<file path="src/rtl/image_pkg.sv">
// Shared types and constants for the image capture sink: FSM state,
// byte-lane positions inside the packed BGR pair word and gray weights.
package image_pkg;

  localparam int PAIR_W = 48;

  typedef enum logic [1:0] {
    IDLE,
    CAPTURE,
    DONE
  } cap_state_e;

  // Byte-ascending BGR layout: even pixel in the low half, odd in the high half.
  localparam int B0_LSB = 0;
  localparam int G0_LSB = 8;
  localparam int R0_LSB = 16;
  localparam int B1_LSB = 24;
  localparam int G1_LSB = 32;
  localparam int R1_LSB = 40;

  localparam int GRAY_SH_R = 2;
  localparam int GRAY_SH_G = 1;
  localparam int GRAY_SH_B = 2;

  // Weights sum to 1, so the largest result is 63+127+63 and never wraps.
  function automatic logic [7:0] to_gray(input logic [7:0] r, input logic [7:0] g,
                                         input logic [7:0] b);
    return (r >> GRAY_SH_R) + (g >> GRAY_SH_G) + (b >> GRAY_SH_B);
  endfunction

endpackage

</file>
<file path="src/rtl/image_capture_if.sv">
// Pixel-pair stream in and frame-buffer write port out of the capture block.
interface image_capture_if #(
  parameter int ADDR_W = 18
);
  import image_pkg::*;

  logic              HSYNC;
  logic [7:0]        DATA_R0, DATA_G0, DATA_B0;
  logic [7:0]        DATA_R1, DATA_G1, DATA_B1;
  logic              frame_end;
  logic              wr_en;
  logic [ADDR_W-1:0] wr_addr;
  logic [PAIR_W-1:0] wr_data;

  modport master (
    output HSYNC, DATA_R0, DATA_G0, DATA_B0, DATA_R1, DATA_G1, DATA_B1, frame_end,
    input  wr_en, wr_addr, wr_data
  );

  modport slave (
    input  HSYNC, DATA_R0, DATA_G0, DATA_B0, DATA_R1, DATA_G1, DATA_B1, frame_end,
    output wr_en, wr_addr, wr_data
  );
endinterface

</file>
<file path="src/rtl/image_capture_bmp_addr_gen.sv">
// Bottom-up BMP pair addressing: walks columns of pairs, rows top to bottom,
// and keeps a running row base so no multiplier is needed.
module bmp_addr_gen #(
  parameter int WIDTH  = 768,
  parameter int HEIGHT = 512,
  parameter int ADDR_W = 18
) (
  input  logic              clk,
  input  logic              advance,
  input  logic              clear,
  output logic [ADDR_W-1:0] addr,
  output logic              last
);
  localparam int PAIRS = WIDTH / 2;
  localparam int COL_W = (PAIRS > 1) ? $clog2(PAIRS) : 1;
  localparam int ROW_W = (HEIGHT > 1) ? $clog2(HEIGHT) : 1;

  localparam logic [COL_W-1:0]  COL_LAST = COL_W'(PAIRS - 1);
  localparam logic [ROW_W-1:0]  ROW_LAST = ROW_W'(HEIGHT - 1);
  localparam logic [ADDR_W-1:0] TOP_BASE = ADDR_W'((HEIGHT - 1) * PAIRS);
  localparam logic [ADDR_W-1:0] ROW_STEP = ADDR_W'(PAIRS);

  logic [COL_W-1:0]  col_pair;
  logic [ROW_W-1:0]  row;
  logic [ADDR_W-1:0] row_base;

  always_ff @(posedge clk) begin
    if (clear) begin
      col_pair <= '0;
      row      <= '0;
      row_base <= TOP_BASE;
    end else if (advance) begin
      if (last) begin
        // Reload rather than stepping row_base below zero after the final pair.
        col_pair <= '0;
        row      <= '0;
        row_base <= TOP_BASE;
      end else if (col_pair == COL_LAST) begin
        col_pair <= '0;
        row      <= row + 1'b1;
        row_base <= row_base - ROW_STEP;
      end else begin
        col_pair <= col_pair + 1'b1;
      end
    end
  end

  assign addr = row_base + ADDR_W'(col_pair);
  assign last = (row == ROW_LAST) && (col_pair == COL_LAST);

endmodule

</file>
<file path="src/rtl/image_capture.sv">
// Frame-buffer sink for a two-pixel-per-clock RGB stream; packs each pair into
// a 48-bit BGR word at its BMP address. Define CAPTURE_GRAYSCALE_EN for gray output.
module image_capture
  import image_pkg::*;
#(
  parameter int WIDTH  = 768,
  parameter int HEIGHT = 512,
  parameter int ADDR_W = 18
) (
  input  logic            HCLK,
  input  logic            HRESET,
  image_capture_if.slave  bus,
  output logic            frame_done,
  output logic            err_short,
  output logic            err_overflow
);
  cap_state_e        state;
  logic              beat;
  logic              advance;
  logic              last;
  logic [ADDR_W-1:0] addr;
  logic [PAIR_W-1:0] pix_word;

  assign beat    = bus.HSYNC;
  assign advance = beat && (state != DONE);

  bmp_addr_gen #(
    .WIDTH  (WIDTH),
    .HEIGHT (HEIGHT),
    .ADDR_W (ADDR_W)
  ) u_addr_gen (
    .clk     (HCLK),
    .advance (advance),
    .clear   (HRESET),
    .addr    (addr),
    .last    (last)
  );

`ifdef CAPTURE_GRAYSCALE_EN
  logic [7:0] y0, y1;
  assign y0 = to_gray(bus.DATA_R0, bus.DATA_G0, bus.DATA_B0);
  assign y1 = to_gray(bus.DATA_R1, bus.DATA_G1, bus.DATA_B1);

  always_comb begin
    // NOTE: assign a default first so no path through the block infers a latch.
    pix_word               = '0;
    pix_word[B0_LSB +: 8]  = y0;
    pix_word[G0_LSB +: 8]  = y0;
    pix_word[R0_LSB +: 8]  = y0;
    pix_word[B1_LSB +: 8]  = y1;
    pix_word[G1_LSB +: 8]  = y1;
    pix_word[R1_LSB +: 8]  = y1;
  end
`else
  always_comb begin
    // NOTE: assign a default first so no path through the block infers a latch.
    pix_word               = '0;
    pix_word[B0_LSB +: 8]  = bus.DATA_B0;
    pix_word[G0_LSB +: 8]  = bus.DATA_G0;
    pix_word[R0_LSB +: 8]  = bus.DATA_R0;
    pix_word[B1_LSB +: 8]  = bus.DATA_B1;
    pix_word[G1_LSB +: 8]  = bus.DATA_G1;
    pix_word[R1_LSB +: 8]  = bus.DATA_R1;
  end
`endif

  // NOTE: state and outputs use <= so every branch sees the pre-edge values.
  always_ff @(posedge HCLK) begin
    if (HRESET) begin
      state        <= IDLE;
      bus.wr_en    <= 1'b0;
      bus.wr_addr  <= '0;
      bus.wr_data  <= '0;
      frame_done   <= 1'b0;
      err_short    <= 1'b0;
      err_overflow <= 1'b0;
    end else begin
      bus.wr_en <= 1'b0;
      case (state)
        IDLE: begin
          if (beat) begin
            bus.wr_en   <= 1'b1;
            bus.wr_addr <= addr;
            bus.wr_data <= pix_word;
            state       <= last ? DONE : CAPTURE;
            frame_done  <= last;
          end
        end
        CAPTURE: begin
          if (beat) begin
            bus.wr_en   <= 1'b1;
            bus.wr_addr <= addr;
            bus.wr_data <= pix_word;
          end
          // A final pair closes the frame cleanly even if frame_end arrives with it.
          if (beat && last) begin
            state      <= DONE;
            frame_done <= 1'b1;
          end else if (bus.frame_end) begin
            state      <= DONE;
            frame_done <= 1'b1;
            err_short  <= 1'b1;
          end
        end
        DONE: begin
          if (beat) err_overflow <= 1'b1;
        end
        default: state <= IDLE;
      endcase
    end
  end

endmodule

</file>
<file path="src/flat_wrapper.sv">
// flat-port wrapper written by rule: the top's interface ports become plain ports
module image_capture_flat import image_pkg::*;
#(
  parameter int WIDTH  = 768,
  parameter int HEIGHT = 512,
  parameter int ADDR_W = 18
)
  (HCLK, HRESET, frame_done, err_short, err_overflow, bus_HSYNC, bus_DATA_R0, bus_DATA_G0, bus_DATA_B0, bus_DATA_R1, bus_DATA_G1, bus_DATA_B1, bus_frame_end, bus_wr_en, bus_wr_addr, bus_wr_data);
  image_capture_if #(.ADDR_W(ADDR_W)) bus_i ();
  input  logic HCLK;
  input  logic HRESET;
  output logic frame_done;
  output logic err_short;
  output logic err_overflow;
  input wire logic [$bits(bus_i.HSYNC)-1:0] bus_HSYNC;
  input wire logic [$bits(bus_i.DATA_R0)-1:0] bus_DATA_R0;
  input wire logic [$bits(bus_i.DATA_G0)-1:0] bus_DATA_G0;
  input wire logic [$bits(bus_i.DATA_B0)-1:0] bus_DATA_B0;
  input wire logic [$bits(bus_i.DATA_R1)-1:0] bus_DATA_R1;
  input wire logic [$bits(bus_i.DATA_G1)-1:0] bus_DATA_G1;
  input wire logic [$bits(bus_i.DATA_B1)-1:0] bus_DATA_B1;
  input wire logic [$bits(bus_i.frame_end)-1:0] bus_frame_end;
  output wire logic [$bits(bus_i.wr_en)-1:0] bus_wr_en;
  output wire logic [$bits(bus_i.wr_addr)-1:0] bus_wr_addr;
  output wire logic [$bits(bus_i.wr_data)-1:0] bus_wr_data;
  assign bus_i.HSYNC = bus_HSYNC;
  assign bus_i.DATA_R0 = bus_DATA_R0;
  assign bus_i.DATA_G0 = bus_DATA_G0;
  assign bus_i.DATA_B0 = bus_DATA_B0;
  assign bus_i.DATA_R1 = bus_DATA_R1;
  assign bus_i.DATA_G1 = bus_DATA_G1;
  assign bus_i.DATA_B1 = bus_DATA_B1;
  assign bus_i.frame_end = bus_frame_end;
  assign bus_wr_en = bus_i.wr_en;
  assign bus_wr_addr = bus_i.wr_addr;
  assign bus_wr_data = bus_i.wr_data;
  image_capture #(.WIDTH(WIDTH), .HEIGHT(HEIGHT), .ADDR_W(ADDR_W)) u_core (.HCLK(HCLK), .HRESET(HRESET), .bus(bus_i), .frame_done(frame_done), .err_short(err_short), .err_overflow(err_overflow));
endmodule
</file>
<file path="config.mk">
export PLATFORM = sky130hd
export DESIGN_NAME = image_capture_flat
export DESIGN_NICKNAME = d
export VERILOG_FILES = /design/src/rtl/image_pkg.sv /design/src/rtl/image_capture_if.sv /design/src/rtl/image_capture_bmp_addr_gen.sv /design/src/rtl/image_capture.sv /design/src/flat_wrapper.sv
export SDC_FILE = /design/constraint.sdc
export NUM_CORES = 1
export LEC_CHECK = 0
export BUFFER_PORTS_ARGS = -buffer_cell sky130_fd_sc_hd__clkbuf_2
export CAP_MARGIN = 30
export CORE_ASPECT_RATIO = 0.6
export CORE_MARGIN = 5
export CORE_UTILIZATION = 55
export CTS_CLUSTER_DIAMETER = 80
export DETAILED_ROUTE_END_ITERATION = 6
export PLACE_DENSITY = 0.84
export SLEW_MARGIN = 15
export SYNTH_ARGS = -nofsm -noshare
export SYNTH_HDL_FRONTEND = slang
export SYNTH_SLANG_ARGS = --single-unit
</file>
<file path="constraint.sdc">
create_clock -name HCLK -period 5.05 [get_ports HCLK]
set_input_delay 0 -clock HCLK [delete_from_list [all_inputs] [get_ports HCLK]]
set_output_delay 0 -clock HCLK [all_outputs]
set_load 0.02 [all_outputs]
</file>
==> reports/results.txt, run 1 <==
The flow ran to the end, and the final reports show no timing, DRC or antenna violations. The average wire length per cell after detail routing is 15.3 um, and the number of buffers inserted during clock tree synthesis is 9. The tools report the destination of the critical timing path as u_core.u_addr_gen.row_base[13]$_SDFFE_PP1P_. The first detailed-routing pass took 5 iterations.

Multi-input combinational cell area: 1900 um^2. During synthesis, Yosys emitted a total of 0 warnings. The areal power density over the cells was 328 nW/um^2. The largest driver fanout on the critical path is 12. The path class of the tightest hold or removal check is in -> reg. The worst register-to-register path has a depth of 5.

Walking the worst path, the cells encountered are nand3_2 -> or3b_4 -> nor2_1 -> a21oi_1 -> o211ai_1. The sequential cells in the finished layout cover a total of 2020 um^2. Tracing the worst setup path back leads to its startpoint at u_core.u_addr_gen.col_pair[3]$_SDFFE_PP0P_. The clock arrives with 0.00900 ns of skew.

The tools report the number of cells in the finished layout apart from fillers as 748. The wire length of the first global-routing pass is 19000 um. The placeable core region was 7240 um^2; the fraction of post-synthesis cell area in the top cell type by area was 0.497. Using the TritonRoute via totals, the vias-per-cell ratio works out to 5.38. In this run the critical register-to-register path is launched from u_core.u_addr_gen.col_pair[3]$_SDFFE_PP0P_.

The tools report the top-level port count as 122. Cell taking the most area after synthesis: sky130_fd_sc_hd__dfxtp_1. The startpoint identified for the worst hold timing path is bus_frame_end.

The final route contains 4025 vias. After layout, the design draws a total of 1800 uW. In this run the remaining antenna-violating nets after routing total 0. The transition at the pin with the smallest max-transition slack came out at 0.893 ns. The logs give 0.562 for the starting density of the core and 2 for the maximum buffer depth of the clock tree. The final core utilization is 0.759, and the leakage power is 0.00234 uW.

The worst path needs 2.54 ns of the cycle, external delays included. Along the worst hold path, the cell count comes to 3. Number of standard cells after synthesis: 492. The most used flip-flop cell after synthesis is sky130_fd_sc_hd__dfxtp_1. The worst-case IR drop observed on VDD is 0.000223 V. TritonCTS built the clock tree. The run gives 0.250 as the global-route usage over all layers. Clock-pin slew was measured on the worst setup and hold paths at 0.07 ns. The placement row count came out at 24. For the wire length reported by the detailed router, the log shows 11400 um. The worst setup path is captured at a flop. The total negative setup slack is 0 ns, and the post-synth net total is 551. The share of the clock period used by the worst path is 0.503, and the via count of the first global-routing pass is 3847. Setup repair after global routing left no endpoint under its margin. Static timing analysis puts the maximum clock frequency at 0.394 GHz. The die is 121 um wide.

The synthesized design contains 0 enable-type register cells. The register bit total from synthesis is 101, and the post-cts sizing count is 0. For this design, the sink count on the clock tree is 101. The post-layout instance area was 5500 um^2. The maximum number of pins on one net before global-route repair was 89.

After synthesis the cells add up to 4070 um^2. The tool flagged a number of max-cap violations equal to 0. The hold violation total from the final report is 0, and the largest incremental delay on the critical path is 0.69 ns. The run gives 0 as the number of max-slew violations in the final report. The master cell of the clock root buffer is sky130_fd_sc_hd__clkbuf_16.

The number of antenna violations at the first check in global routing was 0; the data required time at the worst endpoint was 5.31 ns. The register area share after synthesis was 0.497. Number of logic stages on the critical path including buffering: 5. The layout-stage area growth over the synthesis result works out to 35.2%.

The tools report the number of distinct library cells after synthesis as 46. The kind of start point of the critical path is a flop. After filler insertion, the fill cell instance count of the layout stands at 486.

The critical setup path kind is reg -> reg. The H-tree was split into 3 levels. The tools report the number of DRC violations after detailed-routing iteration 0 as 400. Clock latency on the worst-skew pair, taken at its later pin, is 0.34 ns. The logs give 0 for the post-detailed-route DRC marker count and 0 for the total global routing overflow.

Setup slack on the worst reg-to-reg path comes out at 2.51 ns. In this run the vertical extent of the chip is 76.6 um. The fraction of final layout cells sized beyond drive strength 1 came out at 0.228. The critical path contains buffers and inverters numbering 0 combined. The die covers 9270 um^2. The number of antenna diodes in the final layout is 0.

In this run the mean area of a mapped cell was 8.26 um^2. The logs give 0.403 for the worst max-slew margin expressed relative to the limit and 698 for the net total in the final layout. The tools report the reg-to-reg critical path endpoint as u_core.u_addr_gen.row_base[13]$_SDFFE_PP1P_. The total instance count after detailed placement is 684. Slowest cell on the critical path: sky130_fd_sc_hd__nor2_1. After synthesis, the cell types taking the most area are sky130_fd_sc_hd__dfxtp_1 (50%), sky130_fd_sc_hd__nand2_1 (12%), sky130_fd_sc_hd__a21oi_1 (8.2%). Final-report setup violation count: 0. The share of synthesized flip-flops with an asynchronous set or reset was 0; the area of placed instances was 4710 um^2. The worst endpoint data arrival time was 2.80 ns; the placer's final routability congestion estimate was 0.920.

The count of buffers from port buffering was 121; the sum of net half-perimeters after detailed placement was 7160 um. Broken down by cell family, the worst path's largest delay share belongs to simple AND/OR/NAND/NOR gates.
[cell usage after synthesis (2+ instances only)]
master	instances
sky130_fd_sc_hd__o31ai_1	4
sky130_fd_sc_hd__o21ai_0	4
sky130_fd_sc_hd__buf_2	3
sky130_fd_sc_hd__nor2b_1	3
sky130_fd_sc_hd__xnor2_1	6
sky130_fd_sc_hd__o211ai_1	3
sky130_fd_sc_hd__or4_1	2
sky130_fd_sc_hd__nand3b_1	2
sky130_fd_sc_hd__and3_1	10
sky130_fd_sc_hd__nand4_1	6
sky130_fd_sc_hd__inv_1	2
sky130_fd_sc_hd__dfxtp_1	101
sky130_fd_sc_hd__buf_1	5
sky130_fd_sc_hd__nand2_1	127
sky130_fd_sc_hd__buf_4	2
sky130_fd_sc_hd__ha_1	7
sky130_fd_sc_hd__nor2_1	26
sky130_fd_sc_hd__a21oi_1	67
sky130_fd_sc_hd__a311oi_1	2
sky130_fd_sc_hd__nand2b_1	2
sky130_fd_sc_hd__nand3_1	15
sky130_fd_sc_hd__o21ai_1	4
sky130_fd_sc_hd__xor2_1	19
sky130_fd_sc_hd__or3_1	7
sky130_fd_sc_hd__a211oi_1	11
sky130_fd_sc_hd__nor3_1	7
sky130_fd_sc_hd__clkbuf_1	26
[through the flow]
stage / worst slack, ns / hold slack, ns
after global placement: 2.80 / 0.223
after CTS: 2.61 / 0.0470
after detailed placement: 2.63 / 0.229
final: 2.51 / 0.0557
after global routing: 2.40 / 0.0651
after floorplan: 3.00 / 0.136
[worst min path at each step]
stage | to
after floorplan | u_core.bus.wr_data[0]$_SDFFE_PP0P_
after global placement | u_core.bus.wr_data[45]$_SDFFE_PP0P_
after detailed placement | u_core.bus.wr_data[32]$_SDFFE_PP0P_
after CTS | u_core.state[0]$_SDFFE_PP0P_
after global routing | u_core.state[0]$_SDFFE_PP0P_
final | u_core.state[0]$_SDFFE_PP0P_
[cells in the final DEF (no fill, tap or decap), types with 3 or more instances in the layout]
master and instances:
sky130_fd_sc_hd__nand2_1 127, sky130_fd_sc_hd__clkbuf_2 121, sky130_fd_sc_hd__dfxtp_1 101, sky130_fd_sc_hd__a21oi_1 67, sky130_fd_sc_hd__dlygate4sd3_1 48, sky130_fd_sc_hd__nor2_1 26
sky130_fd_sc_hd__xor2_1 19, sky130_fd_sc_hd__nand3_1 15, sky130_fd_sc_hd__a211oi_1 11, sky130_fd_sc_hd__and3_1 10, sky130_fd_sc_hd__clkbuf_16 9, sky130_fd_sc_hd__or3_1 7
sky130_fd_sc_hd__nor3_1 7, sky130_fd_sc_hd__ha_1 7, sky130_fd_sc_hd__xnor2_1 6, sky130_fd_sc_hd__nand4_1 6, sky130_fd_sc_hd__o31ai_1 4, sky130_fd_sc_hd__o21ai_0 4
sky130_fd_sc_hd__o21ai_1 4, sky130_fd_sc_hd__o211ai_1 3, sky130_fd_sc_hd__inv_6 3
[where the power goes]
part	internal [uW]	switching [uW]
logic	95.8	143
clock network	402	304
registers	835	24.6
total	1330	471
[flip-flops by register name, indices dropped and copies added, names as in the netlist, 2 cells and up]
| name | cells |
|---|---|
| u_core.u_addr_gen.row | 9 |
| u_core.state | 2 |
| u_core.bus.wr_data | 48 |
| u_core.u_addr_gen.row_base | 11 |
| u_core.bus.wr_addr | 18 |
| u_core.u_addr_gen.col_pair | 9 |
[worst reg2reg max path: cells and delay by family (launching register included)]
family	cells	cell delay [ns]
AND/OR/NAND/NOR	3	1.33
flip-flops	1	0.50
AO/OA/AOI/OAI	2	0.63
[final cells by class]
class / count / share of cell area
tap: 104 / 0.0237
timing repair buffer: 172 / 0.205
clock inverter: 6 / 0.0125
clock buffer: 10 / 0.0435
sequential: 101 / 0.368
inverter: 2 / 0.00137
multi-input combinational: 353 / 0.346
[logic make-up after synthesis]
logic type | Yosys count | share of synthesized area
simple gates | 217 | 0.242
compound gates | 102 | 0.144
flops | 101 | 0.497
buf+inv | 38 | 0.0379
xor+xnor | 25 | 0.0539
fa+ha+maj | 7 | 0.0215
other cells | 1 | 0.000922
mux | 1 | 0.00246
[routing by layer]
| metal | up-vias | global-route usage | part of all wire |
|---|---|---|---|
| met5 | - | 0 | 0 |
| met4 | 0 | 0.0814 | 0.025 |
| met3 | 26 | 0.0846 | 0.11 |
| met2 | 209 | 0.404 | 0.45 |
| met1 | 1827 | 0.314 | 0.42 |
| li1 | 1963 | - | - |
[what timing repair did]
action / in CTS / in global routing
setup endpoints to repair: 0 / 0
buffers inserted: 0 / 0
hold endpoints to repair: 48 / 0
hold buffers: 48 / 0
(Power assumes the default switching activity.)
==> run 2: changes to the inputs <==
--- a/config.mk
+++ b/config.mk
@@ -9,10 +9,10 @@
 export CAP_MARGIN = 30
 export CORE_ASPECT_RATIO = 0.6
 export CORE_MARGIN = 5
-export CORE_UTILIZATION = 55
+export CORE_UTILIZATION = 46
 export CTS_CLUSTER_DIAMETER = 80
 export DETAILED_ROUTE_END_ITERATION = 6
-export PLACE_DENSITY = 0.84
+export PLACE_DENSITY = 0.75
 export SLEW_MARGIN = 15
 export SYNTH_ARGS = -nofsm -noshare
 export SYNTH_HDL_FRONTEND = slang
==> constraint.sdc (replaced) <==
create_clock -name HCLK -period 2.2 [get_ports HCLK]
set_input_delay 0 -clock HCLK [delete_from_list [all_inputs] [get_ports HCLK]]
set_output_delay 0 -clock HCLK [all_outputs]
set_load 0.02 [all_outputs]
==> run 2 against run 1 <==
Effect of this change: worst setup slack worse by 2.4 ns; non-clock buffer count grew 18; sequential share of layout area fell by 1.1 points; hold slack improved by 0.0039 ns; critical endpoint is now u_core.u_addr_gen.row[7]$_SDFFE_PP0P_.
==> reports/results.txt, run 2 (synthesis gave the netlist of run 1 again) <==
The run finished with clean final reports. The critical setup path kind was reg -> reg. The logs give 9 (unchanged) for the number of buffers inserted during clock tree synthesis and 0 (unchanged) for the number of violations of the max-capacitance limit.

The tools report the maximum number of pins on one net before global-route repair as 57 (-36%). The final-report setup violation count is 0 (unchanged), and the number of cells on the worst reg-to-reg path is 5 (unchanged). The detail-routed via count per cell was 5.14 (-4.6%). The number of antenna violations at the first check in global routing is 0 (unchanged).

Net total in the final layout: 716 (+2.6%). Classification of the worst-slack hold path: in -> reg. For the total of fill cells in the finished design, the log shows 707 (+45%). The logs give 10900 um^2 (+17%) for the die area and 0.821 (-11%) for the placer's final routability congestion estimate.

Share of the clock period used by the worst path: 0.939 (+0.436). The maximum buffer depth of the clock tree is 2 (unchanged), and the count of buffers from port buffering is 121 (unchanged). The hold violation total from the final report is 0 (unchanged). STA classifies the critical path startpoint as a flop. The tools report the placement row count as 26 (+8.3%).

The total instance count after detailed placement was 710 (+3.8%). The worst setup skew after layout is 0.00631 ns (-0.00269 ns). Leaving out fill and tap cells, the most frequent cell in the layout is sky130_fd_sc_hd__nand2_1. The largest registers in the layout are u_core.bus.wr_data (48), u_core.bus.wr_addr (18), u_core.u_addr_gen.row_base (11). The largest driver fanout on the critical path came out at 5 (-7). The logs give 0.205 (-0.0458) for the global-route usage over all layers and 0.00243 uW (+3.9%) for the leakage power. The total global routing overflow came out at 0 (unchanged).

The tools report the depth of the CTS H-tree as 3 (unchanged). The flip-flop count of the largest register after layout works out to 48 (unchanged). In the layout the commonest cells are sky130_fd_sc_hd__nand2_1 (127), sky130_fd_sc_hd__clkbuf_2 (121), sky130_fd_sc_hd__dfxtp_1 (101), sky130_fd_sc_hd__a21oi_1 (67), sky130_fd_sc_hd__dlygate4sd3_1 (48). The floorplan die height is 82.8 um (+8.1%).

The instance count along the most critical hold path was 3 (unchanged). The tools report the top-level port count as 122 (unchanged). The tools report the number of nets with antenna violations after routing as 0 (unchanged). The post-CTS setup buffer count was 0 (unchanged). The tools report the sum of net half-perimeters after detailed placement as 7480 um (+4.5%). The number of max-slew violations in the final report is 0 (unchanged), and the clock-pin slew on the worst setup and hold paths is 0.07 ns (about the same).

The die width is 131 um (+8.6%), and the fraction of final layout cells sized beyond drive strength 1 is 0.252 (+0.0240). The number of clock sinks seen by CTS was 101 (unchanged). The wire length of the first global-routing pass is 19000 um (about the same). The via count of the first global-routing pass is 3812 (-0.91%), and the average wire length per cell after detail routing is 14.5 um (-5.1%). Setup repair after global routing left no endpoint under its margin. TritonCTS built the clock tree. STA classifies the critical path endpoint as a flop. The layout-stage area growth over the synthesis result works out to 39.4%. u_core.bus.wr_data holds more flip-flops than any other register. Number of DRC violations after detailed-routing iteration 0: 247 (-38%).

For the number of optimization iterations in the first detailed-route pass, the log shows 4 (-1). The total vias in the final route was 3975 (-1.2%); the placeable core region was 8560 um^2 (+18%). The antenna diode instance count was 0 (unchanged); the data required time at the worst endpoint was 2.47 ns (-2.84 ns). The post-detailed-route DRC marker count is 0 (unchanged).

The worst vdd rail ir drop was 0.000713 V (+220%); the total negative setup slack was 0 ns (unchanged). Master cell of the clock root buffer: sky130_fd_sc_hd__clkbuf_16. The areal power density over the cells is 745 nW/um^2 (+130%). The clock period minus final worst setup slack was 2.07 ns (-0.475 ns); the starting density of the core was 0.475 (-0.0866). The transition at the pin with the smallest max-transition slack is 0.723 ns (-0.169 ns). The top achievable clock speed is 0.484 GHz (+23%), and the worst endpoint data arrival time is 2.33 ns (-0.47 ns).

The wire length reported by the detailed router was 11200 um (-1.8%). Insertion delay of the later-clocked pin in the worst-skew pair: 0.34 ns (about the same). For the number of cells in the finished layout apart from fillers, the log shows 774 (+3.5%).

The tools report the worst max-slew margin expressed relative to the limit as 0.518 (+0.115).
-- run 2: worst max-delay path: stages, from the launching register on --
cell and delay, ns:
sky130_fd_sc_hd__dfxtp_1 0.35, sky130_fd_sc_hd__nand3_2 0.14, sky130_fd_sc_hd__or3b_4 0.45, sky130_fd_sc_hd__or4_4 0.55
sky130_fd_sc_hd__or3_1 0.36, sky130_fd_sc_hd__a21oi_1 0.15
-- run 2: worst paths after layout --
kind	startpoint	end	slack [ns]
setup reg to reg	u_core.u_addr_gen.col_pair[3]$_SDFFE_PP0P_	u_core.u_addr_gen.row[7]$_SDFFE_PP0P_	0.13
hold / removal	bus_frame_end	u_core.state[0]$_SDFFE_PP0P_	0.06
setup / recovery	u_core.u_addr_gen.col_pair[3]$_SDFFE_PP0P_	u_core.u_addr_gen.row[7]$_SDFFE_PP0P_	0.13
hold reg to reg	u_core.bus.wr_addr[9]$_SDFFE_PP0P_	u_core.bus.wr_addr[9]$_SDFFE_PP0P_	0.45
-- run 2: what timing repair did --
item / in CTS / in global routing
endpoints found under the setup margin: 0 / 8
resized for setup: 0 / 3
hold buffers: 48 / 0
hold endpoints to repair: 48 / 0
-- run 2: cell type report --
class | count | area, um^2 | share of cell area
tap | 112 | 140 | 0.0247
timing repair buffer | 190 | 1260 | 0.222
clock inverter | 6 | 86.3 | 0.0152
sequential | 101 | 2020 | 0.357
inverter | 2 | 7.51 | 0.00132
multi-input combinational | 353 | 1920 | 0.338
clock buffer | 10 | 239 | 0.0422
-- run 2: metal layers --
metal	global-route usage	routed length [um]
met1	0.270	5120
met2	0.326	5240
met3	0.0658	727
met4	0.0514	133
met5	0	0
-- run 2: power breakdown --
group / internal, uW / switching [uW]
clock: 1030 / 673
combinational: 227 / 327
sequential: 1920 / 51.0
-- run 2: stage by stage --
step	power, uW	utilization	instance area [um^2]	setup slack [ns]	hold slack, ns
floorplan	2300	-	4070	0.148	0.136
global placement	2470	0.566	4840	0.154	0.222
detailed placement	2490	0.566	4840	0.0849	0.230
CTS	4260	0.660	5650	0.0711	0.0519
global route	4410	0.662	5670	0.0171	0.0628
finish	4220	0.662	5670	0.134	0.0596
==> run 3: changes to the inputs <==
--- a/config.mk
+++ b/config.mk
@@ -12,7 +12,7 @@
 export CORE_UTILIZATION = 46
 export CTS_CLUSTER_DIAMETER = 80
 export DETAILED_ROUTE_END_ITERATION = 6
-export PLACE_DENSITY = 0.75
+export PLACE_DENSITY = 0.77
 export SLEW_MARGIN = 15
 export SYNTH_ARGS = -nofsm -noshare
 export SYNTH_HDL_FRONTEND = slang
==> run 3 against run 2 <==
Effect of this change: routed wire length up 3.0%; hold slack improved by 0.021 ns; sequential power about the same; count of clock-buffer cells in the layout stayed put; flip-flop and latch count unchanged; combinational power is 1% higher; cell area about the same; clock skew about the same; via count is 0.40% higher; critical endpoint unchanged; largest power group unchanged.
==> reports/results.txt, run 3 (synthesis gave the netlist of run 1 again) <==
The logs give 11600 um (+3.0%) for the wire length reported by the detailed router and 122 (unchanged) for the top-level port count. The tools report the origin of the worst setup path as u_core.u_addr_gen.col_pair[3]$_SDFFE_PP0P_. The tightest min-delay check is of the in -> reg type. The area of placed instances was 4840 um^2 (unchanged); the total of fill cells in the finished design was 694 (-1.8%). The tree is rooted in a sky130_fd_sc_hd__clkbuf_16. STA classifies the critical path startpoint as a flop. The largest incremental delay on the critical path was 0.54 ns (about the same); the combined buffer and inverter count along the critical path was 0 (unchanged).

The placer's final routability congestion estimate was 0.830 (+1.1%); the multi-input combinational cell area was 1940 um^2 (+1.0%). The worst register-to-register path ends at u_core.u_addr_gen.row[7]$_SDFFE_PP0P_. The data required time at the worst endpoint is 2.48 ns (about the same). The busiest layer in global routing is met2. The global-route met1 utilization is 0.274 (+0.00336), and the number of buffers inserted during clock tree synthesis is 9 (unchanged). The number of antenna violations at the first check in global routing is 0 (unchanged). The maximum buffer depth of the clock tree was 2 (unchanged); the clock period minus final worst setup slack was 2.08 ns (+0.0185 ns). The library cells used most frequently in the layout, excluding fill and tap cells, are sky130_fd_sc_hd__nand2_1 (127), sky130_fd_sc_hd__clkbuf_2 (121), sky130_fd_sc_hd__dfxtp_1 (101), sky130_fd_sc_hd__a21oi_1 (66), sky130_fd_sc_hd__dlygate4sd3_1 (48).

The layout-stage area growth over the synthesis result was 39.4% (about the same). The library cell used most frequently in the layout, excluding fill and tap cells, is sky130_fd_sc_hd__nand2_1. Grouping stages by cell kind, the critical path spends the most delay in simple AND/OR/NAND/NOR gates. The number of nets with antenna violations after routing was 0 (unchanged); the depth of the CTS H-tree was 3 (unchanged). The run gives 0.480 GHz (-0.89%) as the top achievable clock speed. The hold violation total from the final report is 0 (unchanged).

TritonCTS built the clock tree. The signal on the critical path passes through nand3_2 -> or3b_4 -> or4_4 -> or3_1 -> a21oi_2. The run gives 2020 um^2 (unchanged) as the area occupied by registers. The register bank with the most flops was u_core.bus.wr_data. The tools report the net total in the final layout as 716 (unchanged). The met2 track demand over resource in global routing was 0.348 (+0.0216); the number of logic stages on the critical path including buffering was 5 (unchanged).

Insertion delay of the later-clocked pin in the worst-skew pair: 0.34 ns (about the same). In this run the worst setup path terminates at u_core.u_addr_gen.row[7]$_SDFFE_PP0P_. The post-layout instance area was 5670 um^2 (about the same).

The transition at the pin with the smallest max-transition slack was 0.714 ns (-0.00900 ns). Sum of net half-perimeters after detailed placement: 7640 um (+2.1%). The tools report the starting density of the core as 0.475 (unchanged). The beginning of the worst register-to-register path is u_core.u_addr_gen.col_pair[3]$_SDFFE_PP0P_.

The maximum number of pins on one net before global-route repair is 51 (-11%), and the share of the clock period used by the worst path is 0.948 (+0.00839). The critical path is of the reg -> reg type. The tools report the placeable core region as 8560 um^2 (unchanged). The areal power density over the cells is 723 nW/um^2 (-2.9%), and the number of DRC violations after detailed-routing iteration 0 is 167 (-32%).

The average wire length per cell after detail routing works out to 14.9 um (+2.9%). The wire length of the first global-routing pass was 19500 um (+2.8%); the worst endpoint data arrival time was 2.36 ns (+0.03 ns). STA classifies the critical path endpoint as a flop. The number of cells on the worst reg-to-reg path is 5 (unchanged). Floorplan die height: 82.8 um (unchanged).

The number of clock sinks seen by CTS is 101 (unchanged). On the critical path, the stage with the largest delay is an instance of sky130_fd_sc_hd__or4_4. The run gives 0.524 (+0.00600) as the worst max-slew margin expressed relative to the limit.

The flow ran to the end, and the final reports show no timing, DRC or antenna violations. The leakage power is 0.00242 uW (-0.66%), and the clock-pin slew on the worst setup and hold paths is 0.07 ns (about the same). The die width came out at 131 um (unchanged). The final core utilization is 0.662 (about the same), and the largest driver fanout on the critical path is 5 (unchanged).

Setup repair after global routing left no endpoint under its margin. The reg-to-reg setup timing slack is 0.12 ns (-0.02 ns), and the number of violations of the max-capacitance limit is 0 (unchanged). The run gives 0.0725 (+0.00664) as the met3 track utilization from global routing. The total negative setup slack is 0 ns (unchanged). The total power is 4100 uW (-2.9%), and the fraction of final layout cells sized beyond drive strength 1 is 0.260 (+0.00755).

In the final layout, the registers with the most flip-flops are u_core.bus.wr_data (48), u_core.bus.wr_addr (18), u_core.u_addr_gen.row_base (11). The count of buffers from port buffering was 121 (unchanged); the die area was 10900 um^2 (unchanged). Number of max-slew violations in the final report: 0 (unchanged). The tools report the placement row count as 26 (unchanged). The total vias in the final route is 3991 (+0.40%), and the worst setup skew after layout is 0.00596 ns (-0.000350 ns). The logs give 0.000517 V (-28%) for the worst vdd rail ir drop and 0.214 (+0.00894) for the global-route usage over all layers.

The final-report setup violation count is 0 (unchanged), and the flip-flop count of the largest register after layout is 48 (unchanged). The tools report the post-detailed-route DRC marker count as 0 (unchanged). The via count of the first global-routing pass is 3936 (+3.3%). The detail-routed via count per cell is 5.15 (+0.27%). Total global routing overflow: 0 (unchanged).

Number of optimization iterations in the first detailed-route pass: 4 (unchanged).
[run 3: cell types whose count changed in the layout (fill, tap and decap cells not counted), sizes merged]
cell | before | now
inv | 2 | 3
bufinv | 2 | 1
diode | 0 | 1
[run 3: cell type report]
| type | count | area share |
|---|---|---|
| clock buffer | 10 | 0.0422 |
| antenna | 1 | 0.000442 |
| timing repair buffer | 190 | 0.222 |
| multi-input combinational | 353 | 0.342 |
| inverter | 2 | 0.00133 |
| tap | 112 | 0.0247 |
| clock inverter | 6 | 0.0108 |
| sequential | 101 | 0.357 |
[run 3: repair_timing]
item                       in CTS  in global routing
hold buffers                   48                  0
setup endpoints to repair       0                 10
buffers inserted                0                  0
resized for setup               0                  8
hold endpoints to repair       48                  0
[run 3: how the worst min path moves through the flow]
stage	start	to	slack [ns]	depth (start not counted)
floorplan	bus_DATA_B0[0]	u_core.bus.wr_data[0]$_SDFFE_PP0P_	0.14	2
global placement	bus_DATA_G1[5]	u_core.bus.wr_data[37]$_SDFFE_PP0P_	0.22	3
detailed placement	bus_DATA_B1[7]	u_core.bus.wr_data[31]$_SDFFE_PP0P_	0.23	3
CTS	bus_HSYNC	u_core.err_overflow$_SDFFE_PP0P_	0.06	3
global route	bus_frame_end	u_core.state[1]$_SDFFE_PP0P_	0.10	3
finish	bus_HSYNC	u_core.err_overflow$_SDFFE_PP0P_	0.08	3
[run 3: through the flow]
step / worst slack [ns] / hold WS, ns / std cells
2_1_floorplan: 0.148 / 0.136 / 492
3_3_place_gp: 0.0901 / 0.223 / 710
3_5_place_dp: 0.0303 / 0.227 / 710
4_1_cts: 0.0186 / 0.0589 / 774
5_1_grt: 0.0254 / 0.101 / 774
6_report: 0.115 / 0.0808 / 775
[run 3: report_power, final]
group | internal (uW) | leakage, uW | switching (uW)
combinational | 227 | 0.00144 | 333
clock | 910 | 0.000149 | 661
sequential | 1920 | 0.000828 | 49.4
[run 3: worst reg2reg max path: stages (launching register included)]
cell                      delay [ns]
sky130_fd_sc_hd__dfxtp_1        0.35
sky130_fd_sc_hd__nand3_2        0.14
sky130_fd_sc_hd__or3b_4         0.45
sky130_fd_sc_hd__or4_4          0.54
sky130_fd_sc_hd__or3_1          0.39
sky130_fd_sc_hd__a21oi_2        0.15
[run 3: routing by layer]
metal | vias to the layer above | share of wire
met4 | 0 | 0.018
met1 | 1856 | 0.44
met5 | - | 0
met3 | 17 | 0.062
li1 | 2004 | -
met2 | 114 | 0.48
